==> src/rtl/alarm_zone_scheduler_pkg.sv <==
`default_nettype none
// ============================================================================
//  Module   : security_pkg
//  Brief    : Shared states, strobe bit mapping and timing defaults for the
//             alarm sequencer and the FSM it feeds.
//  Revision : 1.0
// ============================================================================
package security_pkg;

    localparam logic [2:0] c_st_idle    = 3'd0;
    localparam logic [2:0] c_st_watch   = 3'd1;
    localparam logic [2:0] c_st_entry   = 3'd2;
    localparam logic [2:0] c_st_latched = 3'd3;

    localparam int c_stb_arm     = 0;
    localparam int c_stb_trig    = 1;
    localparam int c_stb_confirm = 2;
    localparam int c_stb_w       = 3;

    localparam int c_def_nzones      = 4;
    localparam int c_def_debounce    = 4;
    localparam int c_def_entry_delay = 16;
    localparam int c_def_fb_timeout  = 4;

    // Returns {valid, index} of the first set request at or above ptr, wrapping at n.
    function automatic logic [3:0] rr_pick(input logic [7:0] req, input logic [2:0] ptr,
                                           input int n);
        logic [3:0] res;
        int         idx;
        res = '0;
        for (int k = 7; k >= 0; k--) begin
            if (k < n) begin
                idx = (int'(ptr) + k) % n;
                if (req[3'(idx)]) res = {1'b1, 3'(idx)};
            end
        end
        return res;
    endfunction

endpackage
`default_nettype wire

==> src/rtl/alarm_zone_scheduler_if.sv <==
`default_nettype none
// ============================================================================
//  Module   : alarm_zone_scheduler_if
//  Brief    : User requests, sensors, FSM strobes and status of the sequencer.
//  Revision : 1.0
// ============================================================================
interface alarm_zone_scheduler_if
    import security_pkg::*;
#(
    parameter int NZONES = c_def_nzones
);
    logic              arm_req;
    logic              disarm_req;
    logic [NZONES-1:0] zone_in;
    logic [NZONES-1:0] zone_mask;
    logic              alarm_fb;
    logic              arm_o;
    logic              trig_o;
    logic              confirm_o;
    logic              clear_o;
    logic [2:0]        active_zone;
    logic [2:0]        sched_state;
    logic              fault;

    modport master (
        output arm_req, disarm_req, zone_in, zone_mask, alarm_fb,
        input  arm_o, trig_o, confirm_o, clear_o, active_zone, sched_state, fault
    );

    modport slave (
        input  arm_req, disarm_req, zone_in, zone_mask, alarm_fb,
        output arm_o, trig_o, confirm_o, clear_o, active_zone, sched_state, fault
    );
endinterface
`default_nettype wire

==> src/rtl/alarm_zone_scheduler_zone_debounce.sv <==
`default_nettype none
// ============================================================================
//  Module   : zone_debounce
//  Brief    : Saturating run-length counter; flags a zone after DEBOUNCE highs.
//  Revision : 1.0
// ============================================================================
module zone_debounce
    import security_pkg::*;
#(
    parameter int DEBOUNCE = c_def_debounce
) (
    input  logic clk,
    input  logic rst,
    input  logic i_zone,
    output logic o_zone_db
);
    localparam int               c_cw  = (DEBOUNCE < 1) ? 1 : $clog2(DEBOUNCE + 1);
    localparam logic [c_cw-1:0]  c_max = c_cw'(DEBOUNCE);
    localparam logic [c_cw-1:0]  c_one = c_cw'(1);

    logic [c_cw-1:0] r_cnt;
    logic [c_cw-1:0] w_cnt;
    logic            r_db;

    always_comb begin
        w_cnt = '0;
        if (i_zone) w_cnt = (r_cnt == c_max) ? r_cnt : r_cnt + c_one;
    end

    // The flag tracks the post-edge count so it rises on the DEBOUNCE-th high sample.
    always_ff @(posedge clk) begin
        if (rst) begin
            r_cnt <= '0;
            r_db  <= 1'b0;
        end else begin
            r_cnt <= w_cnt;
            r_db  <= (w_cnt == c_max);
        end
    end

    assign o_zone_db = r_db;
endmodule
`default_nettype wire

==> src/rtl/alarm_zone_scheduler.sv <==
`default_nettype none
// ============================================================================
//  Module   : alarm_zone_scheduler
//  Brief    : Debounces zones, grants one round-robin, runs the entry delay and
//             strobes the alarm FSM; flags a missing alarm acknowledge.
//  Revision : 1.0
// ============================================================================
module alarm_zone_scheduler
    import security_pkg::*;
#(
    parameter int NZONES      = c_def_nzones,
    parameter int DEBOUNCE    = c_def_debounce,
    parameter int ENTRY_DELAY = c_def_entry_delay,
    parameter int FB_TIMEOUT  = c_def_fb_timeout
) (
    input  logic                 clk,
    input  logic                 rst,
    alarm_zone_scheduler_if.slave bus
);
    localparam int              c_ew       = $clog2(ENTRY_DELAY + 1);
    localparam int              c_fw       = $clog2(FB_TIMEOUT + 1);
    localparam logic [c_ew-1:0] c_ent_load = c_ew'(ENTRY_DELAY);
    localparam logic [c_ew-1:0] c_ent_one  = c_ew'(1);
    localparam logic [c_fw-1:0] c_fb_load  = c_fw'(FB_TIMEOUT);
    localparam logic [c_fw-1:0] c_fb_one   = c_fw'(1);
    localparam logic [2:0]      c_last     = 3'(NZONES - 1);

    logic [NZONES-1:0]  w_zone_db;
    logic [3:0]         w_pick;
    logic               w_grant_vld;
    logic [2:0]         w_grant_idx;

    logic [2:0]         r_state,  w_state;
    logic [c_stb_w-1:0] r_strobe, w_strobe;
    logic               r_clear,  w_clear;
    logic [2:0]         r_active, w_active;
    logic [2:0]         r_rr,     w_rr;
    logic [c_ew-1:0]    r_ent,    w_ent;
    logic [c_fw-1:0]    r_fb,     w_fb;
    logic               r_fault,  w_fault;
    logic               r_seen,   w_seen;

    for (genvar gi = 0; gi < NZONES; gi++) begin : g_zone
        zone_debounce #(
            .DEBOUNCE (DEBOUNCE)
        ) u_db (
            .clk       (clk),
            .rst       (rst),
            .i_zone    (bus.zone_in[gi]),
            .o_zone_db (w_zone_db[gi])
        );
    end

    // Masking is applied only here; debounce keeps running on masked zones.
    assign w_pick      = rr_pick(8'(w_zone_db & bus.zone_mask), r_rr, NZONES);
    assign w_grant_vld = w_pick[3];
    assign w_grant_idx = w_pick[2:0];

    always_comb begin
        w_state  = r_state;
        w_strobe = '0;
        w_clear  = 1'b0;
        w_active = r_active;
        w_rr     = r_rr;
        w_ent    = r_ent;
        w_fb     = r_fb;
        w_fault  = r_fault;
        w_seen   = r_seen;
        case (r_state)
            c_st_idle: begin
                if (!bus.disarm_req && bus.arm_req) begin
                    w_strobe[c_stb_arm] = 1'b1;
                    w_state             = c_st_watch;
                end
            end
            c_st_watch: begin
                if (bus.disarm_req) begin
                    w_clear = 1'b1;
                    w_state = c_st_idle;
                end else if (w_grant_vld) begin
                    w_strobe[c_stb_trig] = 1'b1;
                    w_active             = w_grant_idx;
                    w_rr                 = (w_grant_idx == c_last) ? 3'd0 : w_grant_idx + 3'd1;
                    w_ent                = c_ent_load;
                    w_state              = c_st_entry;
                end
            end
            c_st_entry: begin
                if (bus.disarm_req) begin
                    w_clear = 1'b1;
                    w_state = c_st_idle;
                end else if (r_ent == c_ent_one) begin
                    w_strobe[c_stb_confirm] = 1'b1;
                    w_fb                    = c_fb_load;
                    w_state                 = c_st_latched;
                end else begin
                    w_ent = r_ent - c_ent_one;
                end
            end
            c_st_latched: begin
                if (bus.alarm_fb) begin
                    w_seen = 1'b1;
                end else if (r_fb != '0) begin
                    w_fb = r_fb - c_fb_one;
                    if (r_fb == c_fb_one && !r_seen) w_fault = 1'b1;
                end
            end
            default: w_state = c_st_idle;
        endcase
    end

    always_ff @(posedge clk) begin
        if (rst) begin
            r_state  <= c_st_idle;
            r_strobe <= '0;
            r_clear  <= 1'b0;
            r_active <= 3'd0;
            r_rr     <= 3'd0;
            r_ent    <= '0;
            r_fb     <= '0;
            r_fault  <= 1'b0;
            r_seen   <= 1'b0;
        end else begin
            r_state  <= w_state;
            r_strobe <= w_strobe;
            r_clear  <= w_clear;
            r_active <= w_active;
            r_rr     <= w_rr;
            r_ent    <= w_ent;
            r_fb     <= w_fb;
            r_fault  <= w_fault;
            r_seen   <= w_seen;
        end
    end

    assign bus.arm_o       = r_strobe[c_stb_arm];
    assign bus.trig_o      = r_strobe[c_stb_trig];
    assign bus.confirm_o   = r_strobe[c_stb_confirm];
    assign bus.clear_o     = r_clear;
    assign bus.active_zone = r_active;
    assign bus.sched_state = r_state;
    assign bus.fault       = r_fault;
endmodule
`default_nettype wire

==> src/flat_wrapper.sv <==
// flat-port wrapper written by rule: the top's interface ports become plain ports
module alarm_zone_scheduler_flat import security_pkg::*;
#(
    parameter int NZONES      = c_def_nzones,
    parameter int DEBOUNCE    = c_def_debounce,
    parameter int ENTRY_DELAY = c_def_entry_delay,
    parameter int FB_TIMEOUT  = c_def_fb_timeout
)
  (clk, rst, bus_arm_req, bus_disarm_req, bus_zone_in, bus_zone_mask, bus_alarm_fb, bus_arm_o, bus_trig_o, bus_confirm_o, bus_clear_o, bus_active_zone, bus_sched_state, bus_fault);
  alarm_zone_scheduler_if #(.NZONES(NZONES)) bus_i ();
  input  logic clk;
  input  logic rst;
  input wire logic [$bits(bus_i.arm_req)-1:0] bus_arm_req;
  input wire logic [$bits(bus_i.disarm_req)-1:0] bus_disarm_req;
  input wire logic [$bits(bus_i.zone_in)-1:0] bus_zone_in;
  input wire logic [$bits(bus_i.zone_mask)-1:0] bus_zone_mask;
  input wire logic [$bits(bus_i.alarm_fb)-1:0] bus_alarm_fb;
  output wire logic [$bits(bus_i.arm_o)-1:0] bus_arm_o;
  output wire logic [$bits(bus_i.trig_o)-1:0] bus_trig_o;
  output wire logic [$bits(bus_i.confirm_o)-1:0] bus_confirm_o;
  output wire logic [$bits(bus_i.clear_o)-1:0] bus_clear_o;
  output wire logic [$bits(bus_i.active_zone)-1:0] bus_active_zone;
  output wire logic [$bits(bus_i.sched_state)-1:0] bus_sched_state;
  output wire logic [$bits(bus_i.fault)-1:0] bus_fault;
  assign bus_i.arm_req = bus_arm_req;
  assign bus_i.disarm_req = bus_disarm_req;
  assign bus_i.zone_in = bus_zone_in;
  assign bus_i.zone_mask = bus_zone_mask;
  assign bus_i.alarm_fb = bus_alarm_fb;
  assign bus_arm_o = bus_i.arm_o;
  assign bus_trig_o = bus_i.trig_o;
  assign bus_confirm_o = bus_i.confirm_o;
  assign bus_clear_o = bus_i.clear_o;
  assign bus_active_zone = bus_i.active_zone;
  assign bus_sched_state = bus_i.sched_state;
  assign bus_fault = bus_i.fault;
  alarm_zone_scheduler #(.NZONES(NZONES), .DEBOUNCE(DEBOUNCE), .ENTRY_DELAY(ENTRY_DELAY), .FB_TIMEOUT(FB_TIMEOUT)) u_core (.clk(clk), .rst(rst), .bus(bus_i));
endmodule
==> config.mk <==
export PLATFORM = sky130hd
export DESIGN_NAME = alarm_zone_scheduler_flat
export DESIGN_NICKNAME = d
export VERILOG_FILES = /design/src/rtl/alarm_zone_scheduler_pkg.sv /design/src/rtl/alarm_zone_scheduler_if.sv /design/src/rtl/alarm_zone_scheduler_zone_debounce.sv /design/src/rtl/alarm_zone_scheduler.sv /design/src/flat_wrapper.sv
export SDC_FILE = /design/constraint.sdc
export NUM_CORES = 1
export LEC_CHECK = 0
export ABC_AREA = 1
export BUFFER_PORTS_ARGS = -buffer_cell sky130_fd_sc_hd__clkbuf_2
export CAP_MARGIN = 20
export CORE_MARGIN = 2
export CORE_UTILIZATION = 45
export DETAILED_ROUTE_END_ITERATION = 8
export GPL_ROUTABILITY_DRIVEN = 0
export PLACE_DENSITY = 0.7
export SLEW_MARGIN = 15
export SYNTH_ARGS = -nofsm -noshare
export SYNTH_HDL_FRONTEND = slang
export SYNTH_SLANG_ARGS = --single-unit
export TNS_END_PERCENT = 30
==> constraint.sdc <==
create_clock -name clk -period 2.1 [get_ports clk]
set_input_delay 0.21 -clock clk [delete_from_list [all_inputs] [get_ports clk]]
set_output_delay 0.21 -clock clk [all_outputs]
set_load 0.01 [all_outputs]
==> results.toml <==
[status]
status = "finished, final reports clean"

[layout]
fin_area_mm2 = 0.00224
fillerInstances = 435
final_nets = 331
layout.cells.non_filler = 354
diodes = 0
multi_input_area_mm2 = 0.00109
drive_gt1_frac = 0.139
area_growth_pct = 11.5
seqCellArea_um2 = 721

[pwr]
p_int_mw = 1.24
ir_drop_mv = 0.540
swShare = 0.353
p_leak_nw = 1.10
power_density_mw_per_mm2 = 854
comb_power_share = 0.309
seq_power_share = 0.424
power_frac_clock = 0.267
p_sw_mw = 0.675

[clock_network]
clockBufferDepth = 2
htree_levels = 2
cts_resized = 0
cts_setup_buffers = 0
clk_latency_ns = 0.29
clkTransAtPathRegs_ns = 0.07
cts_sinks = 36
cts_root_buf = "clkbuf_8"
cts_buffers = 5
cts_tree = "yes"
hold_buffers = 0

[critical_path]
cp_max_fo = 11
cpPeakStageDelay_ns = 0.54
r2r_cells = 10
r2r-start = "u_core.r_rr[0]$_SDFFE_PP0P_"
cpMaxStageDelayCell = "dfxtp_1"
startpoint_type = "register"
worstSetupPathType = "register to register"
r2r_end = "u_core.r_rr[0]$_SDFFE_PP0P_"
path_delay_family = "simple AND/OR/NAND/NOR gates"
critPathCaptureType = "register"
crit_buf_inv = 2
cp_num_cells = 10
worstPathCellList = "inv_1 > nand2_1 > nand2_1 > and2_2 > nand3_2 > nand2_4 > nor2_2 > nand2_2 > o211ai_1 > inv_1"
crit_start = "u_core.r_rr[0]$_SDFFE_PP0P_"
r2r_slack_ns = 0.33
worstPathArrival_ns = 1.96
required_ns = 2.29

[synth]
syn_area_mm2 = 0.00201
ys_seq_area_frac = 0.359
synthDistinctLibCells = 30
post_synth.cell_area_avg_um2 = 7.22
synth_top_family_by_area = "simple AND/OR/NAND/NOR gates"
synth_compound_area_frac = 0.110
yosysWarnings = 0
synth_seq_cells = 36
synthAdderAreaFrac = 0.106
synthCells = 278
synthMuxAreaShare = 0
yosys.area_share.simple = 0.297
synthXorXnorAreaFrac = 0.0262

[drt]
finalWirelength_um = 3760
viasPerCell = 4.94
drt-pass1-iter-count = 4
wl_per_cell_um = 10.6
drt-initial-drc-count = 72
via_count = 1749
ant_nets = 0
drc = 0

[placed_design]
place_inst = 346
place_area_mm2 = 0.00214
place_hpwl_um = 2810
io_buffers = 21

[die]
die_w_um = 70.8
rows = 24
die_area_mm2 = 0.00501
core_area_mm2 = 0.00432
ios = 24
initial_utilization = 0.464
die_h_um = 70.8

[global_route]
grt_pass1_vias = 1633
grt_pass1_wl_um = 6930
overflow = 0
grt_max_degree = 27
antenna_found_initial = 0
track_usage = 0.173

[min_path]
hp-start = "bus_arm_req"
holdPathEnd = "u_core.r_strobe[0]$_SDFF_PP0_"
hold_depth = 3
min_path_type = "input pin to register"

[sta]
max-slew-margin-rel = 0.632
slew_violations = 0
worst-slew-pin-transition_ns = 0.552
hold_viol = 0
setup_tns_ns = 0
fmax_mhz = 564
clock_skew_ns = 0.00638
post-route-min-period_ns = 1.77
fin_crit_sh = 0.845
setup_viol = 0
rsz0062_at_grt = "false"

[job]
maxCapViolations = 0
[stage by stage]
step,power (mW),hold WS [ns],worst slack [ns],utilization
6_report,1.91,0.168,0.326,0.517
5_1_grt,2.07,0.177,0.0847,0.517
4_1_cts,1.93,0.158,0.328,0.517
3_5_place_dp,1.41,0.458,0.352,0.496
3_3_place_gp,1.41,0.449,0.342,0.496
2_1_floorplan,1.27,0.286,0.560,-
[power by group through the flow]
stage / registers (mW) / logic [mW] / clock network [mW]
3_5_place_dp: 0.825 / 0.587 / 0
4_1_cts: 0.810 / 0.596 / 0.527
2_1_floorplan: 0.828 / 0.440 / 0
5_1_grt: 0.823 / 0.683 / 0.561
6_report: 0.810 / 0.591 / 0.509
3_3_place_gp: 0.823 / 0.584 / 0
[Yosys cell counts (all sizes together)]
| cell | count | area, um2 |
|---|---|---|
| xnor2 | 5 | 43.8 |
| a21oi | 18 | 90.1 |
| conb | 1 | 3.75 |
| buf | 3 | 26.3 |
| clkbuf | 3 | 11.3 |
| nor3 | 4 | 20.0 |
| nor4 | 6 | 37.5 |
| nand4 | 7 | 50.1 |
| o21ai | 9 | 48.8 |
| xor2 | 1 | 8.76 |
| ha | 17 | 213 |
| nand3 | 15 | 85.1 |
| dfxtp | 36 | 721 |
| o311a | 3 | 30.0 |
| and3 | 1 | 6.26 |
| o211ai | 2 | 15.0 |
| a211oi | 4 | 30.0 |
| inv | 43 | 161 |
| nand2 | 66 | 265 |
| o21a | 1 | 7.51 |
| nor2 | 32 | 125 |
| and2 | 1 | 7.51 |
[worst register-to-register path: cells and delay by family, from the launching register on]
| family | cells | cell delay (ns) |
|---|---|---|
| buffers and inverters | 2 | 0.26 |
| DFF | 1 | 0.54 |
| AOI/OAI and AO/OA | 1 | 0.08 |
| and+or+nand+nor | 7 | 0.79 |
[state kept, by name, indices dropped and copies added (netlist names)]
name / count
u_core.bus.sched_state: 2
u_core.g_zone.u_db.r_cnt: 12
u_core.g_zone.u_db.o_zone_db: 4
u_core.r_strobe: 3
u_core.bus.fault: 1
u_core.r_ent: 5
u_core.r_rr: 2
u_core.r_seen: 1
u_core.r_fb: 3
u_core.bus.active_zone: 2
u_core.bus.clear_o: 1
[area by class of cell]
cell class,instances,area share
sequential,36,0.322
tap,52,0.0291
timing repair buffer,21,0.0470
clock inverter,1,0.00336
multi-input combinational,194,0.488
inverter,43,0.0721
clock buffer,7,0.0386
[cell usage in the layout, fill, tap and decap left out]
cell type    n
nand3_1     13
nand2_2      4
clkbuf_2    21
nand2_4      1
o21a_1       1
nand4_1      6
clkbuf_1     1
ha_1        17
and3_1       1
dfxtp_1     36
xnor2_1      5
inv_2        2
o311a_1      3
conb_1       2
nand3_2      2
nor2_2       2
and2_2       1
nand4_2      1
o21ai_0      8
o211ai_1     2
clkinvlp_4   1
clkbuf_8     6
inv_1       41
xor2_1       1
nor4_1       6
nor3_1       4
a211oi_1     4
o21ai_2      1
a21oi_1     18
nor2_1      30
nand2_1     61
[cells by family (layout without fill, tap and decap cells)]
family / Yosys count / after routing
AOI/OAI and AO/OA: 37 / 37
xor gates and xnor gates: 6 / 6
adders and majority gates: 17 / 17
buffers and inverters: 49 / 72
DFF: 36 / 36
other: 1 / 2
and+or+nand+nor: 132 / 132
[worst max-delay path by stage]
stage	end	slack [ns]
floorplan	u_core.r_fb[1]$_SDFFE_PP0P_	0.56
detailed placement	u_core.r_rr[0]$_SDFFE_PP0P_	0.35
CTS	u_core.r_rr[0]$_SDFFE_PP0P_	0.33
global route	u_core.r_rr[1]$_SDFFE_PP0P_	0.08
global placement	u_core.r_rr[0]$_SDFFE_PP0P_	0.34
finish	u_core.r_rr[0]$_SDFFE_PP0P_	0.33
[routing by layer]
metal  up-vias  share of wire  GRT usage
li1        937              -          -
met3         5          0.041     0.0513
met2        27           0.46      0.271
met4         0          0.019     0.0860
met5         -              0          0
met1       780           0.48      0.217
Power figures use the tool's default switching activity.
